--- src/rtl/kred_multilane_reduce.sv ---
// Multi-lane, three-stage pipelined double K-RED reducer: out = (K*K*x) mod Q per lane,
// with a shared valid/ready handshake and stall-capable stages that collapse bubbles.
module kred_multilane_reduce #(
  parameter int Q     = 3329,
  parameter int M     = 8,
  parameter int K     = 13,
  parameter int IW    = 24,
  parameter int QW    = 12,
  parameter int LANES = 1
) (
  input  logic                  clk,
  input  logic                  rst,
  input  logic                  in_valid,
  output logic                  in_ready,
  input  logic [LANES*IW-1:0]   in_data,
  output logic                  out_valid,
  input  logic                  out_ready,
  output logic [LANES*QW-1:0]   out_data,
  output logic                  busy
);

  localparam int W = IW + 2;
  localparam logic signed [W-1:0] K_S  = W'(K);
  localparam logic signed [W-1:0] Q_S  = W'(Q);
  localparam logic signed [W-1:0] Q2_S = W'(2 * Q);

  logic v1_reg, v2_reg, v3_reg;
  logic adv1, adv2, adv3;
  logic load1, load2, load3;

  assign adv3     = !v3_reg | out_ready;
  assign adv2     = !v2_reg | adv3;
  assign adv1     = !v1_reg | adv2;
  assign in_ready = adv1;

  // Data registers only capture real beats, so idle in_data never reaches out_data.
  assign load1 = adv1 & in_valid;
  assign load2 = adv2 & v1_reg;
  assign load3 = adv3 & v2_reg;

  assign out_valid = v3_reg;
  assign busy      = v1_reg | v2_reg | v3_reg;

  always_ff @(posedge clk) begin
    if (!rst) begin
      v1_reg <= 1'b0;
      v2_reg <= 1'b0;
      v3_reg <= 1'b0;
    end else begin
      if (adv1) v1_reg <= in_valid;
      if (adv2) v2_reg <= v1_reg;
      if (adv3) v3_reg <= v2_reg;
    end
  end

  genvar gi;
  generate
    for (gi = 0; gi < LANES; gi++) begin : g_lane
      logic [IW-1:0]       x;
      logic signed [W-1:0] p1_reg, h1_reg, c1;
      logic signed [W-1:0] p2_reg, h2_reg, c2;
      logic [QW-1:0]       r_next, r_reg;

      assign x  = in_data[gi*IW +: IW];
      assign c1 = p1_reg - h1_reg;
      assign c2 = p2_reg - h2_reg;

      // C2 lies in (-Q, 2Q), so one conditional add or subtract lands in [0, Q).
      always_comb begin
        r_next = QW'(c2);
        if (c2[W-1])
          r_next = QW'(c2 + Q_S);
        else if (c2 >= Q_S)
          r_next = QW'(c2 - Q_S);
      end

      always_ff @(posedge clk) begin
        if (!rst) begin
          p1_reg <= '0;
          h1_reg <= '0;
          p2_reg <= '0;
          h2_reg <= '0;
          r_reg  <= '0;
        end else begin
          if (load1) begin
            p1_reg <= K_S * signed'(W'(x[M-1:0]));
            h1_reg <= signed'(W'(x >> M));
          end
          if (load2) begin
            p2_reg <= K_S * signed'(W'(c1[M-1:0]));
            h2_reg <= c1 >>> M;
          end
          if (load3)
            r_reg <= r_next;
        end
      end

      always_ff @(posedge clk) begin
        if (rst && v2_reg)
          assert (c2 > -Q_S && c2 < Q2_S);
      end

      assign out_data[gi*QW +: QW] = r_reg;
    end
  endgenerate

endmodule

--- config.mk ---
export PLATFORM = sky130hd
export DESIGN_NAME = kred_multilane_reduce
export DESIGN_NICKNAME = d
export VERILOG_FILES = /design/src/rtl/kred_multilane_reduce.sv
export SDC_FILE = /design/constraint.sdc
export NUM_CORES = 1
export LEC_CHECK = 0
export BUFFER_PORTS_ARGS = -buffer_cell sky130_fd_sc_hd__clkbuf_2
export CORE_MARGIN = 2
export CORE_UTILIZATION = 45
export CTS_BUF_LIST = sky130_fd_sc_hd__clkbuf_2 sky130_fd_sc_hd__clkbuf_4 sky130_fd_sc_hd__clkbuf_8
export DETAILED_ROUTE_END_ITERATION = 12
export GPL_TIMING_DRIVEN = 1
export PLACE_DENSITY = 0.63
export SYNTH_ARGS = -nofsm -noshare
export SYNTH_HDL_FRONTEND = slang
export SYNTH_SLANG_ARGS = --single-unit
export TNS_END_PERCENT = 10
--- constraint.sdc ---
create_clock -name clk -period 11 [get_ports clk]
set_input_delay 2.2 -clock clk [delete_from_list [all_inputs] [get_ports clk]]
set_output_delay 2.2 -clock clk [all_outputs]
set_load 0.02 [all_outputs]
== Word level (Yosys, flattened, before mapping) ==
Index checks and enable logic that the tools add are counted.

* Add/sub/neg operators: 4
* Multiply operators: 2
* Magnitude comparators: 1
* Muxes and demuxes: 2
* Bitwise operators: 8
* Reductions and logical operators: 3

{| class="wikitable"
|+ Operator list
! cell !! number
|-
| 26-bit by 13-bit >= comparator with 1-bit output, second input constant || 1
|-
| 26-bit by 17-bit subtractor with 26-bit output || 1
|-
| 26-bit by 18-bit subtractor with 26-bit output || 1
|-
| 4-bit by 8-bit multiplier with 12-bit output, first input constant || 2
|-
| 12-bit two-way mux || 2
|-
| 12-bit by 11-bit adder with 12-bit output, second input constant || 1
|-
| 12-bit by 11-bit subtractor with 12-bit output, second input constant || 1
|-
| 1-bit OR || 5
|-
| 1-bit bitwise AND || 3
|-
| 1-bit logical NOT || 3
|}

* Flip-flop bits (word level): 101
* Output and inout bits: 15
* Word-level logic and storage cells: 28

== Logic depth before layout (Yosys ltp) ==
* Depth after elaboration: 5
* Mapped depth: 23
* Mapped depth without buffers: 23

== Least setup slack after synthesis ==
Ideal clock, no wire load.

* Path kind: input to output
* From: input port out_ready
* To: output port in_ready
* Arrival: 2.745 ns
* Required time: 8.800 ns
* Slack: 6.055 ns
* Cell stages on the path: 2
* Path buffers: 0
* Cells stage by stage: nor2b_1 -> nand3_1

* Cells in the longest elaborated chain, start to end: 3

{| class="wikitable"
|+ RTL lines
! item !! RTL line !! text
|-
| start, declared || 17 || <nowiki>input logic out_ready,</nowiki>
|-
| 1-bit OR || 31 || <nowiki>assign adv3 = !v3_reg | out_ready;</nowiki>
|-
| 1-bit OR || 32 || <nowiki>assign adv2 = !v2_reg | adv3;</nowiki>
|-
| 1-bit OR || 33 || <nowiki>assign adv1 = !v1_reg | adv2;</nowiki>
|-
| end, declared || 14 || <nowiki>output logic in_ready,</nowiki>
|}

Every way passes these cells.

== Final worst setup path ==
Same ends and word-level chain as after synthesis.

==> out/results.ini <==
[outcome]
status = finished, final reports clean

[final_layout]
areaGrowthSynthToFinish_pct = 9.456
multiInputGateArea_mm2 = 0.003769
fin_nets = 837
largest_reg_flops = 17
regArea_mm2 = 0.001441
fillers = 1207
layout-drive-gt1-share_pct = 11.17
layout_common_cells = 97 x nand2_1, 79 x inv_1, 75 x a21oi_1
diodes = 0
layout_commonest_cell = nand2_1
utilization_pct = 50.70

[critical_path]
cp_max_fo = 7
cp-start-kind = primary input
crit_top_cell = clkbuf_2
critPathMaxStageDelay_ns = 0.36
critPathKind = in2out
worstReg2RegStart = g_lane[0].p1_reg[0]
path_buf_inv = 2
cpMaxStageDelayCell = nor2b_1
startpoint = out_ready
crit_cells = 4
cp_top_family = simple AND/OR/NAND/NOR gates
cp-endpoint = in_ready
critPathCaptureType = primary output
path_cells = clkbuf_2, nor2b_1, nand3_1, clkbuf_2
r2r-end = g_lane[0].p2_reg[11]
crit_required_ns = 8.80
rrSetupSlack_ns = 6.76
crit_arrival_ns = 3.02
r2r_cells = 23

[synthesis]
yosysWarningCount = 0
synth_simple_gate_area_share_pct = 19.67
synth_top_area_share_pct = 25.69
ys_seq_area_share_pct = 25.69
async_reset_ff_share_pct = 0
yosys.area_share.xor_xnor_pct = 5.598
synth-seq-cells = 72
synthMuxAreaShare_pct = 0.8921
synth_compound_area_share_pct = 21.68
synth_nets = 805
synthAdderAreaFrac_pct = 19.22
syn_avg_cell_area_um2 = 8.038
synth_cell_types = 80
synthFlopType = dfxtp_1
synth.area.top_cells = dfxtp_1 26%, ha_1 15%, a21oi_1 6.7%, nand2_1 6.5%, inv_1 5.3%
synth_top_area_cell = dfxtp_1
synth_top_family_by_area = compound AO/OA/AOI/OAI gates
syn_area_mm2 = 0.005610
netlist_instances = 698
synth_edf_count = 0

[timing]
hold_viol_final = 0
rsz0062_at_grt = no
tightest_slew_ns = 0.9566
setup_viol = 0
final.period_utilization_pct = 47.46
clock.fmax_mhz = 191.6
setup_tns_ns = 0
finalMaxSlewViolations = 0
period_minus_slack_ns = 5.220
slew_headroom_pct = 36.23
skew_ns = 0.01814

[clock_network]
htreeDepth = 3
cts_root_buf = clkbuf_8
post_cts.repair.setup_buffers = 0
tritoncts = yes
cts_hold_buffers = 0
cts_made_buffers = 9
cts.clk_slew.worst_paths_ns = 0.08
cts_buffer_depth = 2
cts.sinks = 72
insertion_delay_ns = 0.37
post_cts_resized = 0

[floorplan]
start_util_pct = 46.32
design.die.area_mm2 = 0.01338
core_region_area_mm2 = 0.01211
io_pins = 43
die_w_um = 115.7
rows = 40
die_y_um = 115.7

[global_routing]
overflow = 0
grt_max_degree = 57
grt_usage_pct = 19.30
grt_pass1_wl_mm = 20.76
antenna_found_initial = 0
grt_pass1_vias = 4599

[placed_design]
io_buffers = 42
place.gp.congestion = 0.8621
dp_hpwl_mm = 9.312

[detailed_routing]
routed_wl_mm = 11.94
viasPerCell = 5.298
firstDrtPassIters = 4
drt_iter0_drc = 249
ant_nets = 0
wire_per_inst_um = 13.24
drc_errors = 0
vias = 4779

[power]
peakVddDrop_mv = 0.1038
p_leak_nw = 2.755
p_per_area_mw_per_mm2 = 240.5

[worst_hold_path]
holdPathStages = 2
hold_class = reg2reg

[flow_run]
cap_violations = 0

[worst reg2reg max path, delay by kind of cell (launching register included)]
family,cells,cell delay (ns)
AOI/OAI and AO/OA,9,1.46
xor gates and xnor gates,2,0.34
adders and majority gates,4,1.37
buffers and inverters,5,0.41
DFF,1,0.32
and+or+nand+nor,3,0.27
[metrics by stage]
stage	setup WS [ns]	hold WS [ns]	cell area [um^2]	power, mW	std cells
global route	5.664	0.4681	6141	1.632	902
floorplan	6.055	0.4319	5610	1.101	698
CTS	5.771	0.4502	6141	1.485	902
finish	5.780	0.4469	6141	1.477	902
detailed placement	5.761	0.4386	5942	1.260	887
global placement	5.844	0.4342	5942	1.246	887
[cell usage after synthesis (all sizes together) (5+ instances only)]
library cell	count
nand2	98
inv	79
a21oi	76
dfxtp	72
ha	67
nor2	47
xnor2	28
nand3	17
clkbuf	15
o21ai	14
fa	12
a21o	10
a211oi	9
o21bai	9
a31oi	8
buf	8
nor2b	8
nand4	7
or3	7
xor2	7
a211o	6
nand2b	6
nor3	6
and2	5
mux2i	5
nor3b	5
nor4	5
or4	5
[layout make-up]
| cell class | instances | share of cell area [%] |
|---|---|---|
| clock inverter | 4 | 0.8761 |
| tap | 168 | 3.423 |
| clock buffer | 11 | 2.363 |
| timing repair buffer | 44 | 3.667 |
| sequential | 72 | 23.47 |
| multi-input combinational | 524 | 61.37 |
| inverter | 79 | 4.829 |
[how the worst min path moves through the flow]
stage	start	to
floorplan	g_lane[0].h2_reg[2]	g_lane[0].h2_reg[2]
global placement	out_data[2]	out_data[2]
detailed placement	out_data[5]	out_data[5]
CTS	out_data[5]	out_data[5]
global route	g_lane[0].h1_reg[9]	g_lane[0].h1_reg[9]
finish	out_data[5]	out_data[5]
[logic make-up after synthesis]
| kind of cell | Yosys count |
|---|---|
| AO/OA/AOI/OAI | 175 |
| AND/OR/NAND/NOR | 230 |
| flip-flops | 72 |
| multiplexers | 5 |
| buffers and inverters | 102 |
| adder cells (fa/ha/maj) | 79 |
| XOR/XNOR | 35 |
[metal layers]
| metal | global-route usage [%] | part of all wire (%) | vias to the layer above |
|---|---|---|---|
| li1 | - | - | 2497 |
| met1 | 26.50 | 51 | 2197 |
| met2 | 30.68 | 45 | 72 |
| met3 | 2.667 | 3.0 | 13 |
| met4 | 7.937 | 1.6 | 0 |
| met5 | 0 | 0 | - |
[where the power goes]
group	internal, mW	switching [mW]	total, mW
clock	0.113	0.106	0.219
sequential	0.295	0.0214	0.317
combinational	0.408	0.534	0.941
Power figures use the tool's default switching activity.
